[src/rtl/ms_pkg.sv]
// ms_pkg: shared definitions for the minesweeper controller.
//   state_t : 4-bit FSM state encodings (also exported on the cs debug port)
//   dir_t   : latched cursor direction codes
//   WL_*    : win/lose status codes driven on wl
//   idx_w() : bit width needed to index n items
package ms_pkg;

   typedef enum logic [3:0] {
      S_INIT     = 4'd0,
      S_SET_BOMB = 4'd1,
      S_GAME     = 4'd2,
      S_MOVE     = 4'd3,
      S_MOVE_SET = 4'd4,
      S_REVEAL   = 4'd5,
      S_FLAG     = 4'd6,
      S_WIN      = 4'd7,
      S_LOSE     = 4'd8
   } state_t;

   typedef enum logic [1:0] {
      DIR_R = 2'b00,
      DIR_U = 2'b01,
      DIR_L = 2'b10,
      DIR_D = 2'b11
   } dir_t;

   localparam logic [1:0] WL_PLAY = 2'b00;
   localparam logic [1:0] WL_WIN  = 2'b01;
   localparam logic [1:0] WL_LOSE = 2'b10;

   function automatic int idx_w(input int n);
      return (n <= 2) ? 1 : $clog2(n);
   endfunction

endpackage

[src/rtl/ms_lfsr16.sv]
// ms_lfsr16: free-running 16-bit Fibonacci LFSR, taps 16,14,13,11.
// Ports:
//   clock : system clock
//   reset : synchronous, active-low; loads SEED
//   q     : current LFSR state, advances every cycle out of reset
module ms_lfsr16 #(
   parameter logic [15:0] SEED = 16'hACE1
) (
   input  logic        clock,
   input  logic        reset,
   output logic [15:0] q
);

   always_ff @(posedge clock) begin
      if (!reset) begin
         q <= SEED;
      end else begin
         q <= {q[14:0], q[15] ^ q[13] ^ q[12] ^ q[10]};
      end
   end

endmodule

[src/rtl/minesweeper_ctrl.sv]
// minesweeper_ctrl: W x H minesweeper game controller.
// Places mines (LFSR-random or fixed pattern), moves a cursor, reveals and
// flags cells, and reports win/lose.
// Ports:
//   clock, reset                   : clock; synchronous active-low reset
//   restart                        : start a new game (level)
//   confirm / flag                 : reveal / toggle flag under cursor (level)
//   readkey, udlr[3:0]             : direction key held, one-hot {up,down,left,right}
//   wl[1:0]                        : 00 playing, 01 win, 10 lose
//   bomb/reveal/flag/cursor_grid   : per-cell maps, bit = row*GRID_W+col
//   d_enable                       : one-cycle pulse when the display must refresh
//   cs[3:0]                        : current FSM state
module minesweeper_ctrl
   import ms_pkg::*;
#(
   parameter int                       GRID_W        = 3,
   parameter int                       GRID_H        = 3,
   parameter int                       NUM_BOMBS     = 2,
   parameter logic [15:0]              LFSR_SEED     = 16'hACE1,
   parameter bit                       FIXED_MAP     = 1'b0,
   parameter logic [GRID_W*GRID_H-1:0] FIXED_PATTERN = 9'h180
) (
   input  logic                     clock,
   input  logic                     reset,
   input  logic                     restart,
   input  logic                     confirm,
   input  logic                     flag,
   input  logic                     readkey,
   input  logic [3:0]               udlr,
   output logic [1:0]               wl,
   output logic [GRID_W*GRID_H-1:0] bomb_grid,
   output logic [GRID_W*GRID_H-1:0] reveal_grid,
   output logic [GRID_W*GRID_H-1:0] flag_grid,
   output logic [GRID_W*GRID_H-1:0] cursor_grid,
   output logic                     d_enable,
   output logic [3:0]               cs
);

   localparam int CELLS = GRID_W * GRID_H;
   localparam int IW    = idx_w(CELLS);
   localparam int CW    = 4;
   localparam logic [CELLS-1:0] ONE_HOT0 = {{(CELLS-1){1'b0}}, 1'b1};

   state_t          state_reg;
   logic [CW-1:0]   row_reg;
   logic [CW-1:0]   col_reg;
   logic [IW-1:0]   remaining_reg;
   dir_t            dir_reg;
   logic            move_ok_reg;
   logic            first_reg;      // first cycle of S_REVEAL / S_FLAG
   logic            flag_hold_reg;  // flag seen during a reveal; ignore until released

   logic [15:0]     lfsr;
   logic            unused_lfsr_hi;
   logic [7:0]      pick;
   logic [255:0]    bomb_pad;
   logic            pick_ok;
   logic [CELLS-1:0] pick_mask;
   logic [IW-1:0]   cur_idx;
   dir_t            dir_dec;
   logic            dir_valid;

   ms_lfsr16 #(.SEED(LFSR_SEED)) u_lfsr (
      .clock (clock),
      .reset (reset),
      .q     (lfsr)
   );

   assign pick           = lfsr[7:0];
   assign unused_lfsr_hi = ^lfsr[15:8];
   // Zero-extended copy so any 8-bit pick can be looked up safely.
   assign bomb_pad       = 256'(bomb_grid);
   assign pick_ok        = (int'(pick) < CELLS) && !bomb_pad[pick];
   assign pick_mask      = ONE_HOT0 << pick;

   assign cur_idx     = IW'(int'(row_reg) * GRID_W + int'(col_reg));
   assign cursor_grid = ONE_HOT0 << cur_idx;
   assign cs          = state_reg;

   // Anything other than exactly one key bit means "no move".
   always_comb begin
      dir_dec   = DIR_R;
      dir_valid = 1'b1;
      case (udlr)
         4'b1000: dir_dec = DIR_U;
         4'b0100: dir_dec = DIR_D;
         4'b0010: dir_dec = DIR_L;
         4'b0001: dir_dec = DIR_R;
         default: dir_valid = 1'b0;
      endcase
   end

   always_ff @(posedge clock) begin
      if (!reset) begin
         state_reg     <= S_INIT;
         bomb_grid     <= '0;
         reveal_grid   <= '0;
         flag_grid     <= '0;
         wl            <= WL_PLAY;
         d_enable      <= 1'b0;
         row_reg       <= '0;
         col_reg       <= '0;
         remaining_reg <= '0;
         dir_reg       <= DIR_R;
         move_ok_reg   <= 1'b0;
         first_reg     <= 1'b0;
         flag_hold_reg <= 1'b0;
      end else begin
         d_enable <= 1'b0;
         if (!flag) flag_hold_reg <= 1'b0;

         if (restart && state_reg != S_INIT) begin
            // Clear immediately so the abandoned game never shows in S_INIT.
            state_reg   <= S_INIT;
            bomb_grid   <= '0;
            reveal_grid <= '0;
            flag_grid   <= '0;
            wl          <= WL_PLAY;
            row_reg     <= '0;
            col_reg     <= '0;
         end else begin
            case (state_reg)
               S_INIT: begin
                  bomb_grid     <= '0;
                  reveal_grid   <= '0;
                  flag_grid     <= '0;
                  wl            <= WL_PLAY;
                  row_reg       <= '0;
                  col_reg       <= '0;
                  remaining_reg <= IW'(NUM_BOMBS);
                  if (!restart) state_reg <= S_SET_BOMB;
               end
               S_SET_BOMB: begin
                  if (FIXED_MAP) begin
                     bomb_grid <= FIXED_PATTERN;
                     d_enable  <= 1'b1;
                     state_reg <= S_GAME;
                  end else if (pick_ok) begin
                     bomb_grid     <= bomb_grid | pick_mask;
                     remaining_reg <= remaining_reg - IW'(1);
                     // Leave as the last mine lands so the pulse shows the full map.
                     if (remaining_reg == IW'(1)) begin
                        d_enable  <= 1'b1;
                        state_reg <= S_GAME;
                     end
                  end
               end
               S_GAME: begin
                  if (|(bomb_grid & reveal_grid))      wl <= WL_LOSE;
                  else if (&(reveal_grid | bomb_grid)) wl <= WL_WIN;

                  if (wl == WL_WIN)                     state_reg <= S_WIN;
                  else if (wl == WL_LOSE)               state_reg <= S_LOSE;
                  else if (confirm) begin
                     state_reg <= S_REVEAL;
                     first_reg <= 1'b1;
                  end else if (flag && !flag_hold_reg) begin
                     state_reg <= S_FLAG;
                     first_reg <= 1'b1;
                  end else if (readkey) begin
                     state_reg   <= S_MOVE;
                     dir_reg     <= dir_dec;
                     move_ok_reg <= dir_valid;
                  end
               end
               S_MOVE: begin
                  if (readkey) begin
                     dir_reg     <= dir_dec;
                     move_ok_reg <= dir_valid;
                  end else begin
                     state_reg <= S_MOVE_SET;
                  end
               end
               S_MOVE_SET: begin
                  if (move_ok_reg) begin
                     case (dir_reg)
                        DIR_R: if (col_reg != CW'(GRID_W - 1)) col_reg <= col_reg + CW'(1);
                        DIR_L: if (col_reg != '0)              col_reg <= col_reg - CW'(1);
                        DIR_U: if (row_reg != '0)              row_reg <= row_reg - CW'(1);
                        DIR_D: if (row_reg != CW'(GRID_H - 1)) row_reg <= row_reg + CW'(1);
                     endcase
                  end
                  d_enable  <= 1'b1;
                  state_reg <= S_GAME;
               end
               S_REVEAL: begin
                  if (first_reg) begin
                     first_reg <= 1'b0;
                     if (!flag_grid[cur_idx] && !reveal_grid[cur_idx]) begin
                        reveal_grid[cur_idx] <= 1'b1;
                        d_enable             <= 1'b1;
                     end
                  end
                  if (flag) flag_hold_reg <= 1'b1;
                  if (!confirm) state_reg <= S_GAME;
               end
               S_FLAG: begin
                  if (first_reg) begin
                     first_reg <= 1'b0;
                     if (!reveal_grid[cur_idx]) begin
                        flag_grid[cur_idx] <= ~flag_grid[cur_idx];
                        d_enable           <= 1'b1;
                     end
                  end
                  if (!flag) state_reg <= S_GAME;
               end
               S_WIN, S_LOSE: begin
                  state_reg <= state_reg;
               end
               default: state_reg <= S_INIT;
            endcase
         end
      end
   end

endmodule

[config.mk]
export PLATFORM = sky130hd
export DESIGN_NAME = minesweeper_ctrl
export DESIGN_NICKNAME = d
export VERILOG_FILES = /design/src/rtl/ms_pkg.sv /design/src/rtl/ms_lfsr16.sv /design/src/rtl/minesweeper_ctrl.sv
export SDC_FILE = /design/constraint.sdc
export NUM_CORES = 1
export LEC_CHECK = 0
export ABC_AREA = 1
export BUFFER_PORTS_ARGS = -buffer_cell sky130_fd_sc_hd__buf_4
export CAP_MARGIN = 20
export CORE_MARGIN = 2
export CORE_UTILIZATION = 55
export CTS_CLUSTER_SIZE = 40
export DETAILED_ROUTE_END_ITERATION = 10
export PLACE_DENSITY_LB_ADDON = 0.3
export REMOVE_ABC_BUFFERS = 1
export SYNTH_ARGS = -nofsm -noshare
export SYNTH_HDL_FRONTEND = slang
export SYNTH_SLANG_ARGS = --single-unit
[constraint.sdc]
create_clock -name clock -period 3.9 [get_ports clock]
set_clock_uncertainty 0.05 [all_clocks]
set_input_delay 0.78 -clock clock [delete_from_list [all_inputs] [get_ports clock]]
set_output_delay 0.78 -clock clock [all_outputs]
set_load 0.01 [all_outputs]
==> impl_metrics.tcl, run 1 <==
set metrics [dict create \
    fin_nets 632 \
    boundaryPins 53 \
    fmax_mhz 267 \
    place.gp.congestion 0.922 \
    peakVddDrop_mv 0.263 \
    synth_area_leaders "dfxtp_1 35%, nand2_1 11%, inv_1 7.3%" \
    synth.avg_cell_area_um2 7.07 \
    setup_viol 0 \
    cp_cell_sequence "fa_1 > ha_1 > inv_1 > fa_1 > xnor2_1 > nand2_1 > nand2_2 > nand2_4 > nor2_1 > buf_4" \
    synthSimpleGateAreaFrac 0.321 \
    start_util 0.568 \
    synth_top_family_by_area "simple AND/OR/NAND/NOR gates" \
    grt_usage 0.272 \
    postSynth.asyncResetShare 0 \
    outcome "complete, no violations" \
    drt_iter0_markers 169 \
    power.leakage_uw 0.00197 \
    crit_top_cell "fa_1" \
    required_ps 3070 \
    powerDensity_mw_per_mm2 478 \
    r2r_cells 14 \
    core_mm2 0.00683 \
    grt_pass1_wl_um 16700 \
    post-dp-hpwl_um 7380 \
    antenna_cells 0 \
    path_class "reg2out" \
    synth_warnings 0 \
    power_uw 2180 \
    clk_path_buf_depth 2 \
    clkLatencyLatePin_ps 350 \
    whs_ps 365 \
    crit_fanout 7 \
    grt_max_degree 19 \
    start_kind "register" \
    cts.clk_slew.worst_paths_ps 80 \
    synthTopCellsByCount "116 x nand2_1, 75 x inv_1, 67 x dfxtp_1" \
    final_area_mm2 0.00456 \
    placed_area_mm2 0.00434 \
    largest-register "u_lfsr.q" \
    seqCellArea_mm2 0.00134 \
    dieArea_mm2 0.00775 \
    die_x_um 88.0 \
    io_buffer_count 52 \
    holdCritPathClass "reg2reg" \
    synth_compound_area_frac 0.145 \
    synthMuxAreaShare 0 \
    cp_num_buf_inv 2 \
    n_fill_cell 603 \
    synth_ff_type "dfxtp_1" \
    cts_resized 0 \
    maxSlewViolCount 0 \
    crit_path_end_kind "output port" \
    grt_pass1_vias 3604 \
    max_slew_margin 0.690 \
    wl_um 9880 \
    areaGrowthSynthToFinish_pct 17.5 \
    hold_depth 2 \
    tightest_slew_ps 462 \
    cts_sinks 67 \
    ys_seq_elements 67 \
    cts_buffers 9 \
    clockRootBuffer "clkbuf_8" \
    cpPeakStageDelay_ps 550 \
    arrival_ps 2910 \
    antenna_found_initial 0 \
    rsz0062_at_grt "yes" \
    utilization 0.668 \
    cts_tree "done" \
    stdcell_count 705 \
    grt_overflow 0 \
    synth_edf_count 0 \
    finalHoldViolations 0 \
    syn_area_mm2 0.00388 \
    synthDistinctLibCells 42 \
    cp_top_family "adder cells" \
    finalCritPeriodShare 0.959 \
    largest_reg_flops 16 \
    cts_setup_buffers 0 \
    synthAdderAreaFrac 0.0677 \
    cp_slowest_cell "fa_1" \
    r2r_setup_slack_ps 910 \
    drv_cap 0 \
    synth_xor_xnor_area_share 0.0271 \
    firstDrtPassIters 5 \
    wl_per_cell_um 14.0 \
    drc 0 \
    fin_crit_ps 3740 \
    ant_nets 0 \
    path_depth 10 \
    synth_most_common_cell "nand2_1" \
    synth_cells 549 \
    vias_per_cell 5.36 \
    h-tree-depth 3 \
    rows 30 \
    synth_seq_area_share 0.345 \
    die_y_um 88.0 \
    yosysTopAreaCell "dfxtp_1" \
    dr_total_vias 3782 \
    synth_top_area_share 0.345 \
    ctsHoldBuffers 0 \
    placed_cells 689 \
    drive_above_1_share 0.197 \
    multi_input_area_mm2 0.00217 \
]
## stage by stage
step,TNS (ps),worst slack (ps)
final,0,159
after detailed placement,0,549
after floorplan,0,832
after global routing,-5.70,-4.44
after global placement,0,676
after CTS,0,171
## where the power goes
part | internal, uW | leakage [uW] | switching (uW)
clock | 361 | 0.000103 | 283
sequential | 733 | 0.000546 | 66.1
combinational | 225 | 0.00132 | 512
## cells by family after synthesis
logic type | after synthesis
simple gates | 264
flops | 67
xor+xnor | 12
fa+ha+maj | 18
buf+inv | 92
compound gates | 96
## path summary, 6_finish.rpt
| kind | from | end |
|---|---|---|
| worst max register to register | row_reg[1] | reveal_grid[8] |
| worst max-delay path | row_reg[1] | cursor_grid[2] |
| worst min register to register | u_lfsr.q[11] | u_lfsr.q[12] |
| worst min-delay path | u_lfsr.q[11] | u_lfsr.q[12] |
## final cells by class
type | count | share of cell area
Clock inverter | 6 | 0.0195
Sequential cell | 67 | 0.294
Inverter | 84 | 0.0697
Tap cell | 96 | 0.0263
Multi-Input combinational cell | 390 | 0.477
Timing Repair Buffer | 52 | 0.0856
Clock buffer | 10 | 0.0280
## placed cells by master, fill, tap and decap left out, types with 2 or more instances in the layout
cell,synthesis,final
a211oi_1,5,5
a21oi_1,47,47
a21oi_2,9,9
buf_4,0,52
bufinv_16,0,2
clkbuf_8,0,9
clkinvlp_4,0,2
dfxtp_1,67,67
fa_1,5,5
ha_1,13,13
inv_1,75,75
inv_2,8,8
nand2_1,116,116
nand2_2,11,11
nand2_4,3,3
nand3_1,35,35
nand3b_1,2,2
nand4_1,8,8
nor2_1,60,60
nor2_2,4,4
nor2_4,4,4
nor2_8,2,2
nor3_1,5,5
nor3_2,2,2
nor4_1,2,2
o211ai_1,3,3
o21ai_0,19,19
o22ai_1,5,5
or2_0,2,2
or2_2,6,6
xnor2_1,5,5
xor2_1,7,7
## tightest hold or removal path: cells and delay by family, from the launching register on
family	cells	cell delay, ps
buffers and inverters	1	40
and+or+nand+nor	1	40
DFF	1	310
## per-layer routing
layer,vias up,routed length [um],global-route usage
met5,-,0,0
met2,147,4730,0.443
li1,1889,-,-
met1,1721,4380,0.362
met4,0,182,0.0909
met3,25,591,0.0528
No activity file was read; power rests on OpenSTA's default activity.
==> inputs of run 2 (changes only) <==
--- a/config.mk
+++ b/config.mk
@@ -12,7 +12,7 @@
 export CORE_UTILIZATION = 55
 export CTS_CLUSTER_SIZE = 40
 export DETAILED_ROUTE_END_ITERATION = 10
-export PLACE_DENSITY_LB_ADDON = 0.3
+export PLACE_DENSITY = 0.81
 export REMOVE_ABC_BUFFERS = 1
 export SYNTH_ARGS = -nofsm -noshare
 export SYNTH_HDL_FRONTEND = slang
==> run 2 against run 1 <==
Compared with the run above:
- clock-buffer cell count grew 1
- wire length shrank 3.3%
- cell area grew 0.44%
- cell count is the same
- clock power grew 6.4%
- maximum frequency grew 0.44%
- critical path type unchanged
==> impl_metrics.tcl, run 2 (synthesis results as in run 1) <==
set metrics [dict create \
    outcome "complete, no violations" \
    powerDensity_mw_per_mm2 483 \
    crit_path_end_kind "output port" \
    ant_nets 0 \
    finalHoldViolations 0 \
    fin_nets 632 \
    antenna_found_initial 0 \
    stdcell_count 705 \
    rows 30 \
    min_from "u_lfsr.q[11]" \
    path_class "reg2out" \
    layout_commonest_cell "nand2_1" \
    grt_pass1_wl_um 15600 \
    h-tree-depth 3 \
    die_y_um 88.0 \
    largest_reg_flops 16 \
    dieArea_mm2 0.00775 \
    wl_um 9550 \
    cts.clk_slew.worst_paths_ps 80 \
    io_buffer_count 52 \
    peakVddDrop_mv 0.293 \
    drc 0 \
    crit_top_cell "fa_1" \
    clockRootBuffer "clkbuf_8" \
    grt_pass1_vias 3475 \
    cp_slowest_cell "fa_1" \
    maxSlewViolCount 0 \
    crit_fanout 7 \
    drv_cap 0 \
    post-dp-hpwl_um 7100 \
    drive_above_1_share 0.199 \
    grt_overflow 0 \
    core_mm2 0.00683 \
    grt_usage 0.255 \
    antenna_cells 0 \
    fmax_mhz 268 \
    n_fill_cell 586 \
    cts_resized 0 \
    ctsHoldBuffers 0 \
    setup_viol 0 \
    finalCritPeriodShare 0.955 \
    start_kind "register" \
    final_cell_mix "116 x nand2_1, 75 x inv_1, 67 x dfxtp_1" \
    firstDrtPassIters 5 \
    rsz0062_at_grt "no" \
    setup_tns_ps 0 \
    grt_max_degree 19 \
    die_x_um 88.0 \
    cts_tree "done" \
    cts_sinks 67 \
    tightest_slew_ps 467 \
    largest-register "u_lfsr.q" \
    holdCritPathClass "reg2reg" \
    r2r_cells 14 \
    boundaryPins 53 \
    vias_per_cell 5.37 \
    required_ps 3070 \
    power.leakage_uw 0.00198 \
    timing.rr.end "reveal_grid[8]" \
    drt_iter0_markers 213 \
    r2r_setup_slack_ps 970 \
    max_slew_margin 0.687 \
    cts_buffers 9 \
    fin_crit_ps 3730 \
    areaGrowthSynthToFinish_pct 18.0 \
    place.gp.congestion 0.936 \
    clkLatencyLatePin_ps 360 \
    cpPeakStageDelay_ps 550 \
    whs_endpoint "u_lfsr.q[12]" \
    clk_path_buf_depth 2 \
    placed_cells 689 \
    cts_setup_buffers 0 \
    arrival_ps 2900 \
    start_util 0.568 \
    cp_cell_sequence "fa_1 > ha_1 > inv_1 > fa_1 > xnor2_1 > nand2_1 > nand2_2 > nand2_4 > nor2_1 > buf_4" \
    hold_depth 2 \
    dr_total_vias 3788 \
    timing.rr.start "row_reg[1]" \
    wl_per_cell_um 13.6 \
]
-- run 2: where the power goes --
part           switching (uW)  total [uW]  internal [uW]
logic                     503         727            224
registers                65.9         798            732
clock network             288         685            397
total                     857        2210           1350
-- run 2: how the worst max path moves through the flow --
stage | slack (ps) | startpoint | cells past startpoint | endpoint
global route | 20 | row_reg[1] | 10 | cursor_grid[3]
finish | 170 | row_reg[1] | 10 | cursor_grid[3]
global placement | 670 | row_reg[1] | 10 | cursor_grid[4]
detailed placement | 580 | row_reg[1] | 10 | cursor_grid[3]
floorplan | 830 | row_reg[1] | 8 | cursor_grid[8]
CTS | 190 | row_reg[1] | 10 | cursor_grid[3]
-- run 2: metal layers --
| layer | global-route usage | vias up | share of wire |
|---|---|---|---|
| met2 | 0.430 | 163 | 0.46 |
| met1 | 0.321 | 1714 | 0.44 |
| li1 | - | 1887 | - |
| met4 | 0.112 | 0 | 0.020 |
| met5 | 0 | - | 0 |
| met3 | 0.0424 | 24 | 0.073 |
-- run 2: final cells by class --
| class | count | area (um^2) | share of cell area |
|---|---|---|---|
| Clock inverter | 5 | 85.1 | 0.0186 |
| Multi-Input combinational cell | 390 | 2170 | 0.475 |
| Timing Repair Buffer | 52 | 390 | 0.0852 |
| Clock buffer | 11 | 151 | 0.0331 |
| Sequential cell | 67 | 1340 | 0.293 |
| Inverter | 84 | 318 | 0.0694 |
| Tap cell | 96 | 120 | 0.0262 |
-- run 2: critical path: cells and delay by family (launching register included) --
family | cells | cell delay (ps)
XOR/XNOR | 1 | 170
adder cells (fa/ha/maj) | 3 | 1100
buffers and inverters | 2 | 240
flip-flops | 1 | 410
AND/OR/NAND/NOR | 4 | 620
-- run 2: metrics by stage --
step | cell area, um^2 | util | power, uW | hold slack, ps | setup WS, ps
floorplan | 3830 | - | 1340 | 340 | 832
finish | 4580 | 0.671 | 2210 | 355 | 175
CTS | 4580 | 0.671 | 2210 | 361 | 193
detailed placement | 4340 | 0.636 | 1530 | 351 | 579
global placement | 4340 | 0.636 | 1510 | 346 | 675
global route | 4580 | 0.671 | 2330 | 379 | 17.7
